--- config.mk ---
export PLATFORM = sky130hd
export DESIGN_NAME = axi4_lite_reg_bank
export DESIGN_NICKNAME = d
export VERILOG_FILES = /design/src/rtl/axi4_lite_reg_bank.sv
export SDC_FILE = /design/constraint.sdc
export NUM_CORES = 1
export LEC_CHECK = 0
export CORE_AREA = 2 2 268 270
export CTS_BUF_LIST = sky130_fd_sc_hd__clkbuf_4 sky130_fd_sc_hd__clkbuf_8 sky130_fd_sc_hd__clkbuf_16
export DETAILED_ROUTE_END_ITERATION = 10
export DIE_AREA = 0 0 270 272
export PLACE_DENSITY = 0.66
export SLEW_MARGIN = 10
export SYNTH_ARGS = -nofsm -noshare
export SYNTH_HDL_FRONTEND = slang
export SYNTH_SLANG_ARGS = --single-unit
--- constraint.sdc ---
create_clock -name clk_i -period 6.4 [get_ports clk_i]
set_input_delay 0.96 -clock clk_i [delete_from_list [all_inputs] [get_ports clk_i]]
set_output_delay 0.96 -clock clk_i [all_outputs]
set_load 0.02 [all_outputs]
--- src/rtl/axi4_lite_reg_bank.sv ---
// AXI4-Lite slave exposing NUM_REGS registers with byte-strobed writes and a flattened contents port.
// Build option: define AXI4_LITE_REG_BANK_ID_EN to echo AWID on BID and ARID on RID (IDs read as zero otherwise).
module axi4_lite_reg_bank #(
  parameter int ADDR_WIDTH = 32,
  parameter int DATA_WIDTH = 32,
  parameter int NUM_REGS   = 16,
  parameter int ID_WIDTH   = 4
) (
  input  logic                           clk_i,
  input  logic                           rst_n_i,
  input  logic [ID_WIDTH-1:0]            s_awid,
  input  logic [ADDR_WIDTH-1:0]          s_awaddr,
  input  logic [2:0]                     s_awprot,
  input  logic                           s_awvalid,
  output logic                           s_awready,
  input  logic [DATA_WIDTH-1:0]          s_wdata,
  input  logic [DATA_WIDTH/8-1:0]        s_wstrb,
  input  logic                           s_wvalid,
  output logic                           s_wready,
  output logic [ID_WIDTH-1:0]            s_bid,
  output logic [1:0]                     s_bresp,
  output logic                           s_bvalid,
  input  logic                           s_bready,
  input  logic [ID_WIDTH-1:0]            s_arid,
  input  logic [ADDR_WIDTH-1:0]          s_araddr,
  input  logic [2:0]                     s_arprot,
  input  logic                           s_arvalid,
  output logic                           s_arready,
  output logic [ID_WIDTH-1:0]            s_rid,
  output logic [DATA_WIDTH-1:0]          s_rdata,
  output logic [1:0]                     s_rresp,
  output logic                           s_rvalid,
  input  logic                           s_rready,
  output logic [NUM_REGS*DATA_WIDTH-1:0] regs_o,
  output logic [NUM_REGS-1:0]            wr_stb_o
);

  localparam int STRB_WIDTH = DATA_WIDTH / 8;
  localparam int OFFS       = $clog2(STRB_WIDTH);
  localparam int IDX_WIDTH  = (NUM_REGS > 1) ? $clog2(NUM_REGS) : 1;

  localparam logic       W_COLLECT   = 1'b0;
  localparam logic       W_RESP      = 1'b1;
  localparam logic [1:0] RESP_OKAY   = 2'b00;
  localparam logic [1:0] RESP_SLVERR = 2'b10;

  logic                  state_r;
  logic                  aw_held_r;
  logic                  w_held_r;
  logic [IDX_WIDTH-1:0]  aw_idx_r;
  logic                  aw_in_range_r;
  logic [DATA_WIDTH-1:0] wdata_r;
  logic [STRB_WIDTH-1:0] wstrb_r;
  logic [1:0]            bresp_r;
  logic                  rvalid_r;
  logic [DATA_WIDTH-1:0] rdata_r;
  logic [1:0]            rresp_r;
  logic [NUM_REGS-1:0]   wr_stb_r;
  logic [DATA_WIDTH-1:0] regs_r [NUM_REGS];

  logic                  aw_hs, w_hs, ar_hs, commit;
  logic [ADDR_WIDTH-1:0] aw_word, ar_word;
  logic                  aw_in_range, ar_in_range;
  logic [IDX_WIDTH-1:0]  cur_idx;
  logic                  cur_in_range;
  logic [DATA_WIDTH-1:0] cur_data;
  logic [STRB_WIDTH-1:0] cur_strb;

  assign aw_word     = s_awaddr >> OFFS;
  assign ar_word     = s_araddr >> OFFS;
  assign aw_in_range = (aw_word < ADDR_WIDTH'(NUM_REGS));
  assign ar_in_range = (ar_word < ADDR_WIDTH'(NUM_REGS));

  assign s_awready = !aw_held_r && (state_r == W_COLLECT);
  assign s_wready  = !w_held_r && (state_r == W_COLLECT);
  assign s_arready = !rvalid_r;
  assign aw_hs     = s_awvalid && s_awready;
  assign w_hs      = s_wvalid && s_wready;
  assign ar_hs     = s_arvalid && s_arready;
  // A half arriving this cycle completes the pair, so a burst commits every other cycle.
  assign commit    = (state_r == W_COLLECT) && (aw_held_r || aw_hs) && (w_held_r || w_hs);

  assign s_bvalid = (state_r == W_RESP);
  assign s_bresp  = bresp_r;
  assign s_rvalid = rvalid_r;
  assign s_rdata  = rdata_r;
  assign s_rresp  = rresp_r;
  assign wr_stb_o = wr_stb_r;

  for (genvar k = 0; k < NUM_REGS; k++) begin : g_flat
    assign regs_o[k*DATA_WIDTH +: DATA_WIDTH] = regs_r[k];
  end

  // Select the write target and payload from either the held copy or the live channel.
  always_comb begin
    cur_idx      = aw_idx_r;
    cur_in_range = aw_in_range_r;
    cur_data     = wdata_r;
    cur_strb     = wstrb_r;
    if (aw_held_r) begin
      cur_idx      = aw_idx_r;
      cur_in_range = aw_in_range_r;
    end else begin
      cur_idx      = aw_word[IDX_WIDTH-1:0];
      cur_in_range = aw_in_range;
    end
    if (w_held_r) begin
      cur_data = wdata_r;
      cur_strb = wstrb_r;
    end else begin
      cur_data = s_wdata;
      cur_strb = s_wstrb;
    end
  end

  // Hold AW and W independently until both halves of a write are present.
  always_ff @(posedge clk_i or negedge rst_n_i) begin
    if (!rst_n_i) begin
      aw_held_r     <= 1'b0;
      w_held_r      <= 1'b0;
      aw_idx_r      <= '0;
      aw_in_range_r <= 1'b0;
      wdata_r       <= '0;
      wstrb_r       <= '0;
    end else if (commit) begin
      aw_held_r <= 1'b0;
      w_held_r  <= 1'b0;
    end else begin
      if (aw_hs) begin
        aw_held_r     <= 1'b1;
        aw_idx_r      <= aw_word[IDX_WIDTH-1:0];
        aw_in_range_r <= aw_in_range;
      end
      if (w_hs) begin
        w_held_r <= 1'b1;
        wdata_r  <= s_wdata;
        wstrb_r  <= s_wstrb;
      end
    end
  end

  // Write response FSM.
  always_ff @(posedge clk_i or negedge rst_n_i) begin
    if (!rst_n_i) begin
      state_r <= W_COLLECT;
      bresp_r <= 2'b00;
    end else begin
      case (state_r)
        W_COLLECT: begin
          if (commit) begin
            state_r <= W_RESP;
            bresp_r <= cur_in_range ? RESP_OKAY : RESP_SLVERR;
          end
        end
        W_RESP: begin
          if (s_bready) state_r <= W_COLLECT;
        end
        default: state_r <= W_COLLECT;
      endcase
    end
  end

  // Register file with per-lane strobes and a one-cycle update pulse.
  always_ff @(posedge clk_i or negedge rst_n_i) begin
    if (!rst_n_i) begin
      for (int k = 0; k < NUM_REGS; k++) regs_r[k] <= '0;
      wr_stb_r <= '0;
    end else begin
      wr_stb_r <= '0;
      for (int k = 0; k < NUM_REGS; k++) begin
        if (commit && cur_in_range && (cur_idx == IDX_WIDTH'(k))) begin
          wr_stb_r[k] <= 1'b1;
          for (int b = 0; b < STRB_WIDTH; b++) begin
            if (cur_strb[b]) regs_r[k][8*b +: 8] <= cur_data[8*b +: 8];
          end
        end
      end
    end
  end

  // Read path samples the register file before any same-edge write lands.
  always_ff @(posedge clk_i or negedge rst_n_i) begin
    if (!rst_n_i) begin
      rvalid_r <= 1'b0;
      rdata_r  <= '0;
      rresp_r  <= 2'b00;
    end else if (ar_hs) begin
      rvalid_r <= 1'b1;
      rdata_r  <= ar_in_range ? regs_r[ar_word[IDX_WIDTH-1:0]] : '0;
      rresp_r  <= ar_in_range ? RESP_OKAY : RESP_SLVERR;
    end else if (rvalid_r && s_rready) begin
      rvalid_r <= 1'b0;
    end
  end

`ifdef AXI4_LITE_REG_BANK_ID_EN
  logic [ID_WIDTH-1:0] awid_r, bid_r, rid_r;
  logic                unused;

  // ID echo storage.
  always_ff @(posedge clk_i or negedge rst_n_i) begin
    if (!rst_n_i) begin
      awid_r <= '0;
      bid_r  <= '0;
      rid_r  <= '0;
    end else begin
      if (aw_hs) awid_r <= s_awid;
      if (commit) bid_r <= aw_held_r ? awid_r : s_awid;
      if (ar_hs) rid_r <= s_arid;
    end
  end

  assign s_bid  = bid_r;
  assign s_rid  = rid_r;
  assign unused = ^{s_awprot, s_arprot, s_awaddr[OFFS-1:0], s_araddr[OFFS-1:0]};
`else
  logic unused;
  assign s_bid  = '0;
  assign s_rid  = '0;
  assign unused = ^{s_awid, s_arid, s_awprot, s_arprot, s_awaddr[OFFS-1:0], s_araddr[OFFS-1:0]};
`endif

endmodule

Yosys cells after proc, flatten, opt, wreduce, memory -nomap -nowiden
Index checks and enable logic that the tools add are counted.
{ "word_totals": {"reg_bits": 609, "input_bits": 121, "out_inout_bits": 577, "wordCells": 233} }
{ "op_classes": {"order_cmp": 3, "eq_ne": 15, "n_mux": 35, "n_bitwise": 3, "n_reduce_logical": 101} }
{ "op_table": {"columns": ["op", "count"], "rows": [
  ["$reduce_and 2->1", 67],
  ["$bmux 32 s4", 1],
  ["$mux 32", 4],
  ["$lt 30x5->1 const B", 2],
  ["$eq 4x4->1 const B", 8],
  ["$logic_and 1x1->1", 25],
  ["$mux 1", 25],
  ["$eq 4x3->1 const B", 4],
  ["$eq 4x2->1 const B", 2],
  ["$mux 4", 2],
  ["$reduce_bool 2->1", 3],
  ["$ge 5x5->1 const B", 1],
  ["$not 4->5", 1],
  ["$eq 4x1->1 const B", 1],
  ["$logic_not 4->1", 1],
  ["$mux 2", 2],
  ["$logic_not 1->1", 3],
  ["$logic_or 1x1->1", 2],
  ["$not 1->1", 2],
  ["$pmux 1 s2", 1]
]} }

Longest topological paths before layout
{ "logic_depth": {"ltp_word": 9, "mapped_depth": 8, "depth_no_buf": 5} }

Worst setup path after synthesis
No wires, ideal clock.
{ "synth_timing": {"path_kind": "input -> register", "from": "input s_awaddr[25]", "to": "register regs_r, in the netlist regs_o[384]", "setup_time_ns": 0.128, "arrival_time_ns": 2.710, "required_ns": 6.272, "slack_ns": 3.563, "stages": 7, "path_buffers": 2, "path_cell_list": "nor4_1 > nand4_1 > o41ai_2 > clkbuf_1 > and3_1 > buf_2 > mux2_1"} }
{ "synth_via": {"elab_chain_cells": 5} }
{ "synth_rtl": {"columns": ["element", "line", "text"], "rows": [
  ["start, declared", "12", "input logic [ADDR_WIDTH-1:0] s_awaddr,"],
  ["$lt 30x5->1", "71", "assign aw_in_range = (aw_word < ADDR_WIDTH'(NUM_REGS));"],
  ["$mux 1", "100", "if (aw_held_r) begin"],
  ["$logic_and 1x1->1 (2 in a row)", "171", "if (commit && cur_in_range && (cur_idx == IDX_WIDTH'(k))) begin"],
  ["$reduce_and 2->1 (no line)", null, null],
  ["end signal, assigned by index", "174", "if (cur_strb[b]) regs_r[k][8*b +: 8] <= cur_data[8*b +: 8];"],
  ["end, declared", "59", "logic [DATA_WIDTH-1:0] regs_r [NUM_REGS];"]
]} }
No other way between the ends.
A chain may end at the register's enable or synchronous reset.

Worst setup path after layout
{ "layout_timing": {"from": "input s_awaddr[25]", "to": "register regs_r, in the netlist regs_o[253]"} }
Same word-level chain as after synthesis.

==> impl_metrics.tcl <==
set metrics [dict create \
    tns_ns 0 \
    netlist_top_cells_area "dfrtp_1 55%, mux2_1 16%, mux4_2 10%, mux2_2 8.0%, nand3_4 2.2%" \
    layout-drive-gt1-share 0.212 \
    holdCritPathClass "primary input to asynchronous set/reset pin" \
    clk_path_buf_depth 3 \
    synth_compound_area_frac 0.0336 \
    grt_pass1_vias 19787 \
    arrival_ns 4.61 \
    synth_most_common_cell "dfrtp_1" \
    setup_viol 0 \
    ctsHoldBuffers 0 \
    finalMaxSlewViolations 0 \
    timing.rr.start "w_held_r$_DFFE_PN0P_" \
    fillers 5863 \
    yosys.area.top_type "dfrtp_1" \
    cts_tree "yes" \
    timing.final.crit_share 0.648 \
    path_cells "clkdlybuf4s50_1 > nor4_1 > nand4_1 > o31ai_4 > buf_4 > and3_1 > mux2_1" \
    synth_edf_count 0 \
    initial_core_util 0.391 \
    drc 0 \
    cts_num_sinks 607 \
    crit_path_end_kind "flop" \
    final_antenna_net_count 0 \
    synthSimpleGateAreaFrac 0.0491 \
    r2r_end "regs_o[345]$_DFFE_PN0P_" \
    ys_types 47 \
    ys.flop_type "dfrtp_1" \
    async_flop_share 1.00 \
    synth-adder-area-share 0 \
    cts_root_buf "clkbuf_16" \
    slew_headroom 0.260 \
    synthCells 1775 \
    cts_buffers 69 \
    fin_skew_ns 0.0209 \
    hold_violations 0 \
    gr-total-overflow 0 \
    antenna_found_initial 12 \
    via_per_inst 5.60 \
    finalWeightedCongestion 0.850 \
    seq_area_sq_mm 0.0152 \
    worst-path-buf-inv 2 \
    num_rows 98 \
    post-dp-hpwl_mm 67.2 \
    portBuffers 669 \
    route.vias.total 19113 \
    ios 698 \
    synth_area_per_cell_sq_um 15.6 \
    power_density_mw_per_mm2 299 \
    fin_nets 2529 \
    clk_pin_slew_ns 0.06 \
    clk_latency_ns 0.59 \
    drv_cap 0 \
    track_usage 0.266 \
    ir_drop_v 0.000199 \
    synth_xor_area_frac 0 \
    synth-seq-cells 607 \
    start_kind "primary input" \
    critPathMaxFanout 13 \
    cts_resized 0 \
    tightest_slew_ns 1.11 \
    ys_seq_area_frac 0.549 \
    rsz0062_at_grt "no" \
    post_drt_wl_per_cell_microns 29.1 \
    p_leak_nw 17.2 \
    muxShareOfSynthArea 0.343 \
    ff2ff_setup_slack_ns 2.41 \
    grt_max_degree 178 \
    crit_family "simple AND/OR/NAND/NOR gates" \
    dr.pass1.iters 5 \
    die_w_microns 270 \
    core_area_sq_mm 0.0708 \
    fmax_mhz 241 \
    r2r_cells 7 \
    ys_top_cells_by_count "607 x dfrtp_1, 387 x mux2_1, 196 x mux2_2" \
    status "finished clean" \
    syn2layout_area_growth_pct 35.5 \
    slowest_delay_ns 0.96 \
    wl_mm 99.2 \
    synth.yosys.warnings 0 \
    cts_setup_buffers 0 \
    die_h_microns 272 \
    dr.first_iter.drc_count 1242 \
    synth_top_area_frac 0.549 \
    finalPower_mw 11.2 \
    synthesis.area_sq_mm 0.0277 \
    cp.required_ns 6.87 \
    multiInputGateArea_sq_mm 0.0119 \
    cp_slowest_cell "o31ai_4" \
    die-area_sq_mm 0.0734 \
    htreeDepth 3 \
    synth_top_family_by_area "multiplexers" \
    critical_path_class "primary input to flop" \
    grt_pass1_wl_mm 143 \
    post-route-min-period_ns 4.15 \
]
-- layout make-up --
class,instances,share of cell area
Antenna cell,7,0.000467
Clock buffer,106,0.0569
Clock inverter,15,0.00374
Inverter,6,0.000601
Multi-Input combinational cell,1034,0.317
Sequential cell,607,0.405
Tap cell,950,0.0317
Timing Repair Buffer,690,0.184
-- kinds of logic (layout without fill, tap and decap cells) --
kind of cell	Yosys count	count (layout)
AND/OR/NAND/NOR	189	189
flip-flops	607	607
buffers and inverters	143	817
AO/OA/AOI/OAI	120	120
other	1	17
multiplexers	715	715
-- report_power, final --
part | total, mW | internal (mW) | switching (mW)
Combinational | 2.60 | 1.10 | 1.50
Sequential | 4.64 | 4.24 | 0.398
Clock | 3.95 | 2.35 | 1.60
-- how the worst max path moves through the flow --
stage,start,endpoint,depth (start not counted)
final,s_awaddr[25],regs_o[253]$_DFFE_PN0P_,7
after global routing,s_awaddr[25],regs_o[253]$_DFFE_PN0P_,7
after CTS,s_awaddr[25],regs_o[253]$_DFFE_PN0P_,7
after detailed placement,s_awaddr[25],regs_o[248]$_DFFE_PN0P_,7
after global placement,s_awaddr[25],regs_o[250]$_DFFE_PN0P_,7
after floorplan,s_awaddr[25],regs_o[384]$_DFFE_PN0P_,7
-- layout by cell type (no fill, tap or decap), drive strengths merged, types with 7 or more instances in the layout --
cell and instances:
a22o 32, and3 26, a22oi 64, nand2 47
diode 7, a21oi 7, conb 10, mux2 583
clkdlybuf4s50 666, clkinv 8, nor4 11, dfrtp 607
nor2 46, clkbuf 106, nand3 41, buf 24
mux4 128, inv 11
-- stage by stage --
stage	hold WS, ns	utilization	worst slack [ns]	cells	cell area, sq um
floorplan	0.474	-	3.56	1784	27700
global placement	0.471	0.497	1.72	3287	35200
detailed placement	0.471	0.497	1.65	3287	35200
CTS	0.475	0.529	2.30	3408	37500
global route	0.507	0.530	2.17	3415	37500
finish	0.437	0.530	2.25	3415	37500
-- layer usage --
metal	GRT usage	vias to the layer above	routed length (microns)
met5	0	-	69
met4	0.105	10	3920
met3	0.0589	186	6130
met2	0.449	712	49300
met1	0.335	10228	39800
li1	-	7977	-
-- flip-flops by register name (all words and copies together), names as in the netlist, 4 cells and up --
register  flops
wdata_r      32
s_rdata      32
wr_stb_o     16
aw_idx_r      4
regs_o      512
wstrb_r       4
(Power assumes the default switching activity.)
